### src/rtl/read_engine_pkg.sv
// Shared types and helpers for the read-side memcpy engine.
// Holds the command/response/WED/status buffer line types, the engine FSM
// encoding, cacheline geometry constants and cmd_size_calculate.
package read_engine_pkg;

  localparam int unsigned ARRAY_SIZE_BITS = 32;
  localparam int unsigned ADDRESS_BITS    = 64;
  localparam int unsigned CU_ID_BITS      = 8;
  localparam int unsigned CACHELINE_SIZE  = 128;  // bytes
  localparam int unsigned CACHELINE_ELEMS = 32;   // 4-byte elements per cacheline

  localparam logic [CU_ID_BITS-1:0] DATA_READ_CONTROL_ID = 8'h11;

  typedef enum logic [2:0] {
    IDLE  = 3'd0,
    SETUP = 3'd1,
    ISSUE = 3'd2,
    WAIT  = 3'd3,
    DONE  = 3'd4
  } read_engine_state;

  typedef enum logic [12:0] {
    READ_CL_NA = 13'h0A00,
    WRITE_NA   = 13'h0D00
  } command_type;

  typedef enum logic [1:0] {
    STRICT = 2'b00,
    ABORT  = 2'b01,
    PAGE   = 2'b10,
    SPEC   = 2'b11
  } trans_order_type;

  typedef enum logic [1:0] {
    CMD_INVALID = 2'd0,
    CMD_READ    = 2'd1,
    CMD_WRITE   = 2'd2
  } cmd_type_t;

  typedef enum logic [1:0] {
    STRUCT_INVALID = 2'd0,
    READ_DATA      = 2'd1,
    WRITE_DATA     = 2'd2
  } array_struct_type;

  typedef struct packed {
    logic [CU_ID_BITS-1:0]   cu_id_x;
    logic [CU_ID_BITS-1:0]   cu_id_y;
    cmd_type_t               cmd_type;
    array_struct_type        array_struct;
    trans_order_type         abt;
    logic [ADDRESS_BITS-1:0] address_offset;
    logic [6:0]              cacheline_offset;
    logic [7:0]              real_size;
    logic [9:0]              real_size_bytes;
  } CommandTagLine;

  typedef struct packed {
    logic                    valid;
    command_type             command;
    logic [ADDRESS_BITS-1:0] address;
    logic [11:0]             size;
    CommandTagLine           cmd;
  } CommandBufferLine;

  typedef struct packed {
    logic [ADDRESS_BITS-1:0]    array_send;
    logic [ARRAY_SIZE_BITS-1:0] size_send;
  } WEDStruct;

  typedef struct packed {
    logic     valid;
    WEDStruct wed;
  } WEDInterface;

  typedef struct packed {
    CommandTagLine cmd;
    logic [7:0]    response;
  } ResponsePayload;

  typedef struct packed {
    logic           valid;
    ResponsePayload payload;
  } ResponseBufferLine;

  typedef struct packed {
    logic valid;
    logic empty;
    logic alfull;
    logic full;
  } BufferStatus;

  // Transfer size in bytes, rounded up to the next power of two.
  function automatic logic [11:0] cmd_size_calculate(input logic [7:0] real_size);
    logic [11:0] bytes;
    logic [11:0] sz;
    bytes = {2'b00, real_size, 2'b00};
    sz    = 12'd1;
    for (int unsigned i = 0; i < 12; i++) begin
      if (sz < bytes) sz = sz << 1;
    end
    return sz;
  endfunction

endpackage

### src/rtl/read_engine.sv
// Memcpy source-side engine. Walks wed.array_send in cacheline chunks,
// issuing READ_CL_NA commands, and counts elements returned by responses.
// Ports:
//   clock, rstn                 clock, asynchronous active-low reset
//   read_enabled_in             engine enable (registered before use)
//   wed_request_in              work element descriptor (array_send, size_send)
//   read_response_in            read responses; payload.cmd.real_size counted
//   read_command_buffer_status  command buffer status; alfull stalls issue
//   read_command_out            read command to the command arbiter
//   read_job_counter_done       elements whose read has completed
module read_engine
  import read_engine_pkg::*;
#(
  parameter logic [CU_ID_BITS-1:0] CU_READ_CONTROL_ID = DATA_READ_CONTROL_ID
) (
  input  logic                       clock,
  input  logic                       rstn,
  input  logic                       read_enabled_in,
  input  WEDInterface                wed_request_in,
  input  ResponseBufferLine          read_response_in,
  input  BufferStatus                read_command_buffer_status,
  output CommandBufferLine           read_command_out,
  output logic [ARRAY_SIZE_BITS-1:0] read_job_counter_done
);

  logic                       enabled_in;
  WEDInterface                wed_latched;
  ResponseBufferLine          response_latched;
  BufferStatus                status_latched;

  read_engine_state           state;
  logic [ADDRESS_BITS-1:0]    array_send;
  logic [ARRAY_SIZE_BITS-1:0] size_total;
  logic [ARRAY_SIZE_BITS-1:0] remaining;
  logic [ADDRESS_BITS-1:0]    offset;

  logic                       issue;
  logic [7:0]                 chunk;
  logic [ARRAY_SIZE_BITS-1:0] chunk_ext;
  CommandBufferLine           cmd_next;
  CommandBufferLine           issue_line;

  logic                       unused_bits;
  assign unused_bits = ^{status_latched, response_latched};

  // Input stage: payloads follow the inputs every cycle, valids only when enabled.
  always_ff @(posedge clock or negedge rstn) begin
    if (!rstn) begin
      enabled_in             <= 1'b0;
      wed_latched.valid      <= 1'b0;
      response_latched.valid <= 1'b0;
      status_latched.valid   <= 1'b0;
      status_latched.empty   <= 1'b1;
      status_latched.alfull  <= 1'b0;
      status_latched.full    <= 1'b0;
    end else begin
      enabled_in              <= read_enabled_in;
      wed_latched.wed         <= wed_request_in.wed;
      response_latched.payload <= read_response_in.payload;
      status_latched.empty    <= read_command_buffer_status.empty;
      status_latched.alfull   <= read_command_buffer_status.alfull;
      status_latched.full     <= read_command_buffer_status.full;
      if (enabled_in) begin
        wed_latched.valid      <= wed_request_in.valid;
        response_latched.valid <= read_response_in.valid;
        status_latched.valid   <= read_command_buffer_status.valid;
      end
    end
  end

  assign chunk     = (remaining < CACHELINE_ELEMS) ? remaining[7:0] : 8'(CACHELINE_ELEMS);
  assign chunk_ext = ARRAY_SIZE_BITS'(chunk);
  assign issue     = (state == ISSUE) && enabled_in && !status_latched.alfull &&
                     (remaining != '0);

  always_comb begin
    cmd_next                      = '0;
    cmd_next.valid                = issue;
    cmd_next.command              = READ_CL_NA;
    cmd_next.address              = array_send + offset;
    cmd_next.size                 = cmd_size_calculate(chunk);
    cmd_next.cmd.cu_id_x          = CU_READ_CONTROL_ID;
    cmd_next.cmd.cu_id_y          = CU_READ_CONTROL_ID;
    cmd_next.cmd.cmd_type         = CMD_READ;
    cmd_next.cmd.array_struct     = READ_DATA;
    cmd_next.cmd.abt              = STRICT;
    cmd_next.cmd.address_offset   = offset;
    cmd_next.cmd.cacheline_offset = '0;
    cmd_next.cmd.real_size        = chunk;
    cmd_next.cmd.real_size_bytes  = {chunk, 2'b00};
  end

  always_ff @(posedge clock or negedge rstn) begin
    if (!rstn) begin
      state      <= IDLE;
      array_send <= '0;
      size_total <= '0;
      remaining  <= '0;
      offset     <= '0;
    end else if (enabled_in) begin
      case (state)
        IDLE: if (wed_latched.valid) state <= SETUP;
        SETUP: begin
          array_send <= wed_latched.wed.array_send;
          size_total <= wed_latched.wed.size_send;
          remaining  <= wed_latched.wed.size_send;
          offset     <= '0;
          state      <= (wed_latched.wed.size_send == '0) ? DONE : ISSUE;
        end
        ISSUE: begin
          if (issue) begin
            remaining <= remaining - chunk_ext;
            offset    <= offset + ADDRESS_BITS'(CACHELINE_SIZE);
            if (remaining == chunk_ext) state <= WAIT;
          end
        end
        WAIT:  if (read_job_counter_done == size_total) state <= DONE;
        DONE:  state <= DONE;
        default: state <= IDLE;
      endcase
    end
  end

  // Issue register and output register both hold while disabled, so a command
  // in flight when the enable drops is emitted once after it returns.
  always_ff @(posedge clock or negedge rstn) begin
    if (!rstn) begin
      issue_line.valid       <= 1'b0;
      read_command_out.valid <= 1'b0;
    end else if (enabled_in) begin
      issue_line       <= cmd_next;
      read_command_out <= issue_line;
    end
  end

  always_ff @(posedge clock or negedge rstn) begin
    if (!rstn) begin
      read_job_counter_done <= '0;
    end else if (enabled_in && response_latched.valid) begin
      read_job_counter_done <= read_job_counter_done +
                               ARRAY_SIZE_BITS'(response_latched.payload.cmd.real_size);
    end
  end

endmodule

### config.mk
export PLATFORM = sky130hd
export DESIGN_NAME = read_engine
export DESIGN_NICKNAME = d
export VERILOG_FILES = /design/src/rtl/read_engine_pkg.sv /design/src/rtl/read_engine.sv
export SDC_FILE = /design/constraint.sdc
export NUM_CORES = 1
export LEC_CHECK = 0
export BUFFER_PORTS_ARGS = -buffer_cell sky130_fd_sc_hd__buf_2
export CAP_MARGIN = 0
export CORE_MARGIN = 4
export CORE_UTILIZATION = 23
export DETAILED_ROUTE_END_ITERATION = 8
export PLACE_DENSITY = 0.45
export SLEW_MARGIN = 20
export SYNTH_ARGS = -nofsm -noshare
export SYNTH_HDL_FRONTEND = slang
export SYNTH_SLANG_ARGS = --single-unit
### constraint.sdc
create_clock -name clock -period 32.2 [get_ports clock]
set_clock_uncertainty 0.05 [all_clocks]
set_input_delay 6.44 -clock clock [delete_from_list [all_inputs] [get_ports clock]]
set_output_delay 6.44 -clock clock [all_outputs]
set_load 0.01 [all_outputs]
Yosys cells after proc, flatten, opt, wreduce, memory -nomap -nowiden. Index checks and enable logic that the tools add are counted.

ROM bits: 0. Latch bits: 0. Memories: 0. Logic and storage cells: 87. Register bits after elaboration: 633. Input port bits: 224. RAM bits: 0. Output and inout port bits: 233.

Shift-type cells: 0. Reduce and logical (&&, ||, !) cells: 13. Equal/unequal tests: 10. Divide/modulo/power cells: 0. Bitwise logic cells: 0. $mul: 0. Magnitude comparators: 13. Mux-type cells: 23. $add $sub $neg: 4.

Operators by type and width (number): < comparator 12 x 10 -> 1 bit (11); one-hot mux 64 bit (2 select lines) (1); adder 64 bit (1); adder 64 x 8 -> 64 bit, second input constant (1); two-way mux 64 bit (1); one-hot mux 32 bit (2 select lines) (1); adder 32 x 8 -> 32 bit (1); equality test 32 bit (1); equality test 32 x 8 -> 1 bit (1); zero test 32 bit (1); < comparator 32 x 6 -> 1 bit, second input constant (1); two-way mux 32 bit (1); nonzero test 32 bit (1); subtractor 32 x 8 -> 32 bit (1); two-way mux 12 bit (2); two-way mux 3 bit (6); two-way mux 8 bit (2); one-hot mux 3 bit (5 select lines) (1); two-way mux 11 bit (1); < comparator 1 x 10 -> 1 bit, first input constant (1); two-way mux 10 bit (1); two-way mux 9 bit (1); two-way mux 7 bit (1); equality test 3 x 2 -> 1 bit, second input constant (2); other kinds (15) (21).

Longest topological paths before layout. Gate-level depths: netlist (run 1).

Word-level depth: 26. Depth in mapped cells: 94. Mapped depth without buffers: 85.

Worst setup path after synthesis (run 1). OpenSTA, ideal clock, no wires.

Kind: reg2reg. Start point: reg remaining[16]. End point: reg issue_line[112] (netlist bit) (data pin). Path slack: 13.054 ns. Stages on the path, launching flop included: 93. Clock period less this slack: 19.146 ns. Library setup time: 0.261 ns. Arrival: 18.836 ns. Buffers on the path: 9. Required time: 31.889 ns. Cell sequence: dfrtp_1 > nor4_1 > nand4_1 > nor2_1 > clkbuf_1 > buf_1 > nand3_1 > ha_1 > inv_1 > a21oi_1 > ha_1 > or3b_2 > o21ai_1 > a21oi_1 > o22ai_1 > ha_1 > a311oi_1 > a21oi_1 > (+57 left out) > o21a_1 > a21oi_1 > buf_2 > mux2i_1 > inv_1 > ha_1 > a21o_1 > a21oi_1 > nor2b_1 > o21ai_0 > nand2b_1 > a21oi_1 > and3_1 > clkbuf_1 > and2_1 > buf_2 > nor2_1 > a221o_1.

RTL lines: from (decl) (line read_engine.sv:34) `logic [ARRAY_SIZE_BITS-1:0] remaining;`; from (signal assigned) (line read_engine.sv:106) `remaining <= wed_latched.wed.size_send;`; from (signal assigned) (line read_engine.sv:112) `remaining <= remaining - chunk_ext;`; to (signal assigned) (line read_engine.sv:131) `issue_line <= cmd_next;`; to (decl) (line read_engine.sv:41) `CommandBufferLine issue_line;`.

==> results_dict.tcl, run 1 <==
set metrics [dict create \
    die_h_um 354 \
    cp_top_family "compound AO/OA/AOI/OAI gates" \
    die_w_um 354 \
    synth_enable_flop_cells 386 \
    hold_buffers 0 \
    fmax_mhz 45.1 \
    clock_sinks 612 \
    synthAdderAreaFrac 0.0503 \
    synthArstFlopShare 0.369 \
    vias_per_cell 4.21 \
    htreeDepth 3 \
    synth-xor-area-share 0.0490 \
    finalCritPeriodShare 0.689 \
    fin_util 0.280 \
    vias 18100 \
    yosysSeqAreaShare 0.626 \
    hold_viol 0 \
    cts_resized 0 \
    power_leakage_nw 14.1 \
    met1_usage 0.152 \
    worst-path-max-fanout 28 \
    coreArea_sq_um 118000 \
    status "completed" \
    hold_class "register to register" \
    design_area_sq_um 33100 \
    grt_max_degree 110 \
    met2_usage 0.189 \
    setup_viol 0 \
    gp_congestion 0.779 \
    final_common_cell "nand2_1" \
    busiest_layer "met2" \
    cts_root_buf "clkbuf_16" \
    critical-path-max-stage-delay_ps 800 \
    place_area_sq_um 30700 \
    cts_inserted_buffers 74 \
    rsz0062_at_grt "false" \
    synth_top_family_by_area "simple AND/OR/NAND/NOR gates" \
    synthFlopType "edfxtp_1" \
    synthToLayoutAreaGrowth_pct 20.3 \
    required_ps 32480 \
    grt_pass1_wl_um 112000 \
    cts_buffer_depth 3 \
    start_util 0.233 \
    cts_setup_buffers 0 \
    use_met3 0.0288 \
    min_period_ps 22180 \
    setup_ws_ps 10020 \
    syn_area_per_cell_sq_um 11.8 \
    slew_headroom 0.309 \
    floorplan.rows 126 \
    post-place-ws_ps 10300 \
    crit_buf_inv 5 \
    tns_ps 0 \
    dieArea_sq_um 125000 \
    finalNetCount 2980 \
    peakVddDrop_mv 0.0314 \
    crit_path_frequent_cell "a21oi_1" \
    first_pass_iters 5 \
    tightest_slew_ps 1040 \
    crit_path_end_kind "register" \
    drv_slew 0 \
    power_density_nw_per_um2 70.8 \
    antenna_found_initial 11 \
    drtIter0Drc 1016 \
    path_clk_slew_ps 60 \
    clk-insertion-delay-late_ps 640 \
    crit_slowest_cell "a21oi_1" \
    drcViolationCount 0 \
    drt_wl_total_um 74000 \
    synth-compound-area-share 0.0828 \
    antenna_left 0 \
    overflow 0 \
    cap_violations 0 \
    cts_tree "done" \
    synth_cell_types 76 \
    wl_per_cell_um 17.2 \
    port_buffers 291 \
    drive_gt1_frac 0.167 \
    ys_seq_elements 612 \
    syn_area_sq_um 27500 \
    grt_use_total 0.115 \
    path_class "register to register" \
    yosysWarnings 0 \
    crit_path_start_kind "register" \
    yosys.area_share.simple 0.143 \
    grt_pass1_vias 18000 \
    syn_inst 2334 \
    cp.arrival_ps 22460 \
    ios 457 \
    synth.area.mux_share 0.0157 \
    dp_hpwl_um 52300 \
    final_cell_mix "nand2_1 (436), edfxtp_1 (386), buf_2 (290), dfrtp_1 (226), nor2_1 (164)" \
]
==> state kept, by name, indices dropped and copies added (netlist names) <==
register and cells:
size_total 32, status_latched 1, enabled_in 1, state 3, wed_latched 97, read_command_out 142
offset 57, response_latched 9, array_send 64, read_job_counter_done 32, remaining 32, issue_line 142
==> Yosys cell counts, types with 9 or more instances <==
master,count,area share
xor2_1,52,0.017
nor4_1,25,0.0057
o211ai_1,12,0.0033
dfrtp_1,226,0.21
xnor2_1,102,0.032
buf_4,59,0.016
mux2_2,15,0.0061
nor2_1,165,0.022
clkbuf_1,60,0.0082
and4_1,9,0.0029
nand2b_1,10,0.0023
and2_1,13,0.0030
o21ai_0,92,0.017
ha_1,109,0.050
nand3_1,56,0.010
and3_1,29,0.0066
a21oi_1,102,0.019
nor3_1,37,0.0067
edfxtp_1,386,0.42
inv_1,49,0.0067
a21o_1,29,0.0079
mux2i_1,25,0.0091
o21a_1,19,0.0052
or3_1,22,0.0050
nand4_1,34,0.0077
nor2b_1,17,0.0039
o22ai_1,10,0.0023
nand2_1,436,0.059
==> layer usage <==
layer	part of all wire	wire length (um)
met3	0.056	4120
met4	0.023	1700
met1	0.45	33400
met5	0.00055	41
met2	0.47	34800
==> power breakdown <==
group | internal, W | switching, W | total [W]
logic | 0.000169 | 0.000265 | 0.000434
registers | 0.000971 | 0.0000972 | 0.00107
clock network | 0.000498 | 0.000344 | 0.000842
==> logic make-up after synthesis <==
logic type,count (synthesis)
XOR/XNOR,154
multiplexers,41
AO/OA/AOI/OAI,359
adder cells (fa/ha/maj),110
AND/OR/NAND/NOR,877
buffers and inverters,179
flip-flops,612
other,2
==> area by class of cell <==
type	count	area, sq um
Inverter	49	184
Clock buffer	94	1990
Fill cell	12300	85300
Sequential cell	612	17200
Multi-Input combinational cell	1603	9630
Antenna cell	1	2.50
Clock inverter	43	450
Timing Repair Buffer	306	1600
Tap cell	1600	2000
==> worst paths after layout <==
path	end	slack, ps	depth (start not counted)	start
max	issue_line[113]	10020	84	remaining[7]
min	read_command_out[70]	360	0	issue_line[70]
max reg2reg	issue_line[113]	10020	84	remaining[7]
min reg2reg	read_command_out[70]	360	0	issue_line[70]
max in group asynchronous	offset[26]	24160	4	rstn
min in group asynchronous	enabled_in	5730	1	rstn
==> stage by stage <==
step	std cells	total power [W]	hold slack, ps
2_1_floorplan	2394	0.00138	350
3_3_place_gp	4170	0.00152	351
3_5_place_dp	4170	0.00152	355
4_1_cts	4307	0.00239	366
5_1_grt	4307	0.00249	367
6_report	4308	0.00234	365
==> worst reg2reg max path, delay by kind of cell (launching register included) <==
kind | cells | cell delay, ps
flops | 1 | 440
simple gates | 27 | 6350
mux | 6 | 2170
fa+ha+maj | 10 | 3100
compound gates | 36 | 9050
buf+inv | 5 | 730
No activity file was read; power rests on OpenSTA's default activity.
==> inputs of run 2 (changes only) <==
- PLACE_DENSITY: 0.45 -> 0.47
- clock period: 32.2 -> 20.3 ns (I/O delays scaled with it)
==> results_dict.tcl, run 2 (synthesis results as in run 1) <==
set metrics [dict create \
    status "completed" \
    power_leakage_nw 14.4 \
    antenna_found_initial 10 \
    htreeDepth 3 \
    crit_path_end_kind "register" \
    tns_ps 0 \
    grt_max_degree 89 \
    rsz0062_at_grt "false" \
    path_class "register to register" \
    first_pass_iters 5 \
    drv_slew 0 \
    r2r_start "remaining[16]" \
    setup_ws_ps 1580 \
    start_util 0.233 \
    critical-path-max-stage-delay_ps 550 \
    grt_pass1_vias 18500 \
    antenna_left 0 \
    cts_inserted_buffers 76 \
    finalNetCount 3025 \
    ios 457 \
    wl_per_cell_um 17.1 \
    finalCritPeriodShare 0.922 \
    holdPathStages 0 \
    setup_viol 0 \
    hold_viol 0 \
    cts_tree "done" \
    cts_buffer_depth 3 \
    die_w_um 354 \
    overflow 0 \
    dpl.cell_count 4213 \
    tightest_slew_ps 950 \
    cap_violations 0 \
    peakVddDrop_mv 0.0699 \
    required_ps 20640 \
    port_buffers 291 \
    crit_path_frequent_cell "a21oi_1" \
    reg2reg_slack_ps 1580 \
    min_from "issue_line[127]" \
    drive_gt1_frac 0.185 \
    drcViolationCount 0 \
    worst-path-max-fanout 10 \
    clk-insertion-delay-late_ps 640 \
    final_common_cell "nand2_1" \
    dieArea_sq_um 125000 \
    coreArea_sq_um 118000 \
    crit_slowest_cell "or3b_2" \
    hold_class "register to register" \
    design_area_sq_um 33600 \
    vias_per_cell 4.22 \
    cts_setup_buffers 0 \
    hold_buffers 0 \
    cp.arrival_ps 19050 \
    vias 18400 \
    crit_path_start_kind "register" \
    die_h_um 354 \
    grt_use_total 0.117 \
    synthToLayoutAreaGrowth_pct 22.0 \
    cts_root_buf "clkbuf_16" \
    drtIter0Drc 1065 \
    place_area_sq_um 31000 \
    timing.hold.ws_ps 359 \
    min_period_ps 18720 \
    path_clk_slew_ps 60 \
    drt_wl_total_um 74600 \
    clock_sinks 612 \
    reg2reg_to "issue_line[112]" \
    slew_headroom 0.366 \
    cts_resized 0 \
    power_density_nw_per_um2 113 \
    dp_hpwl_um 53000 \
    fillers 12200 \
    final-instance-count-excl-fill 4357 \
    gp_congestion 0.778 \
    final_cell_mix "nand2_1 (436), edfxtp_1 (386), buf_2 (290), dfrtp_1 (226), nor2_1 (162)" \
    fmax_mhz 53.4 \
    min_to "read_command_out[127]" \
    reg.largest.list "issue_line x142, read_command_out x142, wed_latched x97" \
    r2r_cells 85 \
    post-place-ws_ps 1070 \
    floorplan.rows 126 \
    grt_pass1_wl_um 114000 \
]
run 2: changes by cell type in the layout (fill, tap and decap cells not counted), sizes merged:
cell      before  now
diode          1    2
clkbuf        94  103
buf          306  349
clkinvlp       7    5
bufinv         7    5
run 2: final cells by class:
type                    instances  area [sq um]  area share
clock inverters                39           418      0.0124
flip-flops and latches        612         17200       0.514
multi-input cells            1603          9680       0.288
repair buffers                349          1900      0.0566
clock buffers                 103          2150      0.0639
well taps                    1600          2000      0.0596
inverters                      49           184     0.00548
diodes                          2          5.00    0.000149
run 2: layer usage:
| metal | track usage | share of wire |
|---|---|---|
| met1 | 0.153 | 0.45 |
| met2 | 0.191 | 0.46 |
| met3 | 0.0285 | 0.054 |
| met4 | 0.0372 | 0.027 |
| met5 | 0 | 0.00017 |
run 2: worst max-delay path by stage:
stage	from	end	slack, ps	cells after the start
after global placement	remaining[28]	issue_line[112]	1070	85
after global routing	remaining[28]	issue_line[112]	40	85
after detailed placement	remaining[28]	issue_line[112]	1070	85
final	remaining[16]	issue_line[112]	1580	85
after CTS	remaining[2]	issue_line[112]	1030	84
after floorplan	remaining[16]	issue_line[112]	1150	92
run 2: where the power goes:
part           leakage, nW  total (W)  internal, W  switching, W
Combinational         6.30   0.000705     0.000277      0.000428
Clock                 1.25    0.00138     0.000816      0.000566
Sequential            6.86    0.00169      0.00154      0.000153
Total                 14.4    0.00378      0.00263       0.00115
run 2: stage by stage:
stage / power, W / util
2_1_floorplan: 0.00219 / -
3_3_place_gp: 0.00242 / 0.262
3_5_place_dp: 0.00243 / 0.262
4_1_cts: 0.00386 / 0.283
5_1_grt: 0.00402 / 0.284
6_report: 0.00378 / 0.284
run 2: critical path, delay by kind of cell (launching register included):
kind                       cells  cell delay, ps
buffers and inverters          7             930
muxes                          6            1590
and+or+nand+nor               28            5670
DFF                            1             440
AOI/OAI and AO/OA             34            7000
adders and majority gates     10            2770
==> inputs of run 3 (changes only) <==
- CELL_PAD_IN_SITES_DETAIL_PLACEMENT: unset -> 1
- CELL_PAD_IN_SITES_GLOBAL_PLACEMENT: unset -> 2
- PLACE_DENSITY: 0.47 -> 0.61
==> results_dict.tcl, run 3 (synthesis results as in run 1) <==
set metrics [dict create \
    vias_per_cell 4.27 \
    die_h_um 354 \
    tightest_slew_ps 1010 \
    htreeDepth 3 \
    power_leakage_nw 14.7 \
    antenna_found_initial 12 \
    timing.hold.ws_ps 354 \
    ios 457 \
    start_util 0.233 \
    finalNetCount 3065 \
    overflow 0 \
    cts_tree "done" \
    coreArea_sq_um 118000 \
    grt_pass1_wl_um 122000 \
    place_area_sq_um 31300 \
    vias 18800 \
    reg.largest.list "issue_line x142, read_command_out x142, wed_latched x97" \
    min_from "issue_line[131]" \
    cts_root_buf "clkbuf_16" \
    final_cell_mix "nand2_1 (436), edfxtp_1 (386), buf_2 (290), dfrtp_1 (226), nor2_1 (162)" \
    hold_viol 0 \
    crit_path_end_kind "register" \
    cp.arrival_ps 19070 \
    dp_hpwl_um 56600 \
    drv_slew 0 \
    wl_per_cell_um 18.0 \
    reg2reg_slack_ps 1540 \
    path_class "register to register" \
    drt_wl_total_um 79000 \
    power_density_nw_per_um2 113 \
    tns_ps 0 \
    cts_buffer_depth 3 \
    cts_inserted_buffers 77 \
    share_comb_of_total_power 0.185 \
    r2r_start "remaining[16]" \
    p_sw_frac 0.298 \
    worst-path-max-fanout 7 \
    die_w_um 354 \
    clk-insertion-delay-late_ps 630 \
    status "completed" \
    cap_violations 0 \
    critical-path-max-stage-delay_ps 570 \
    hold_buffers 0 \
    post-place-ws_ps 888 \
    internal_power_w 0.00271 \
    grt_pass1_vias 19900 \
    grt_max_degree 108 \
    setup_ws_ps 1540 \
    drcViolationCount 0 \
    gp_congestion 0.742 \
    antenna_left 0 \
    crit_path_frequent_cell "a21oi_1" \
    min_to "read_command_out[131]" \
    final_common_cell "nand2_1" \
    path_clk_slew_ps 60 \
    r2r_cells 87 \
    fmax_mhz 53.3 \
    hold_class "register to register" \
    grt_use_total 0.125 \
    reg2reg_to "issue_line[112]" \
    seqPwrFrac 0.440 \
    min_period_ps 18760 \
    fin_util 0.288 \
    holdPathStages 0 \
    drive_gt1_frac 0.199 \
    first_pass_iters 5 \
    setup_viol 0 \
    crit_path_start_kind "register" \
    port_buffers 291 \
    required_ps 20620 \
    synthToLayoutAreaGrowth_pct 23.7 \
    design_area_sq_um 34000 \
    crit_slowest_cell "or3b_2" \
    peakVddDrop_mv 0.0583 \
    pwr-share-clk 0.375 \
    floorplan.rows 126 \
    finalCritPeriodShare 0.924 \
    drtIter0Drc 746 \
    dieArea_sq_um 125000 \
    clock_sinks 612 \
    slew_headroom 0.328 \
    p_sw_w 0.00115 \
]
run 3: changes by cell type in the layout (fill, tap and decap cells not counted), moves of 4 or more:
| cell | before | now |
|---|---|---|
| buf_4 | 58 | 94 |
| bufinv_16 | 5 | 12 |
| clkbuf_8 | 8 | 3 |
| clkbuf_1 | 16 | 12 |
| clkinv_1 | 5 | 9 |
run 3: worst max-delay path, delay by kind of cell, from the launching register on:
kind | cells | cell delay, ps
buffers and inverters | 8 | 930
AOI/OAI and AO/OA | 35 | 7180
muxes | 7 | 1900
adders and majority gates | 10 | 2800
DFF | 1 | 450
and+or+nand+nor | 27 | 5220
run 3: layout make-up:
cell class	count	area [sq um]
fill	13100	84300
sequential	612	17200
multi-input combinational	1603	9700
timing repair buffer	388	2210
clock buffer	95	2090
tap	1600	2000
clock inverter	48	597
inverter	49	184
antenna	4	10.0
run 3: power by group through the flow:
| stage | combinational, W | clock [W] | sequential, W |
|---|---|---|---|
| final | 0.000715 | 0.00145 | 0.00170 |
| after global routing | 0.000823 | 0.00156 | 0.00173 |
| after CTS | 0.000729 | 0.00151 | 0.00170 |
| after detailed placement | 0.000724 | 0 | 0.00172 |
| after global placement | 0.000713 | 0 | 0.00172 |
| after floorplan | 0.000509 | 0 | 0.00168 |
run 3: routing by layer:
layer | track usage | part of all wire | up-vias
met5 | 0 | 0 | -
met4 | 0.0291 | 0.019 | 0
met3 | 0.0311 | 0.058 | 108
met2 | 0.206 | 0.47 | 377
met1 | 0.166 | 0.45 | 9203
li1 | - | - | 9077
run 3: worst max-delay path by stage:
| stage | start | to | cells past startpoint |
|---|---|---|---|
| floorplan | remaining[16] | issue_line[112] | 92 |
| global placement | remaining[3] | issue_line[112] | 85 |
| detailed placement | remaining[3] | issue_line[112] | 85 |
| CTS | remaining[3] | issue_line[112] | 85 |
| global route | remaining[16] | issue_line[112] | 86 |
| finish | remaining[16] | issue_line[112] | 87 |
run 3: per-stage QoR:
| stage | total power [W] | instances |
|---|---|---|
| global placement | 0.00243 | 4250 |
| detailed placement | 0.00245 | 4250 |
| finish | 0.00386 | 4399 |
| floorplan | 0.00219 | 2394 |
| global route | 0.00412 | 4395 |
| CTS | 0.00394 | 4393 |
run 3: what timing repair did:
| action | CTS | global route |
|---|---|---|
| setup buffers | 0 | 2 |
| setup endpoints to repair | 0 | 11 |
| resized for setup | 0 | 16 |
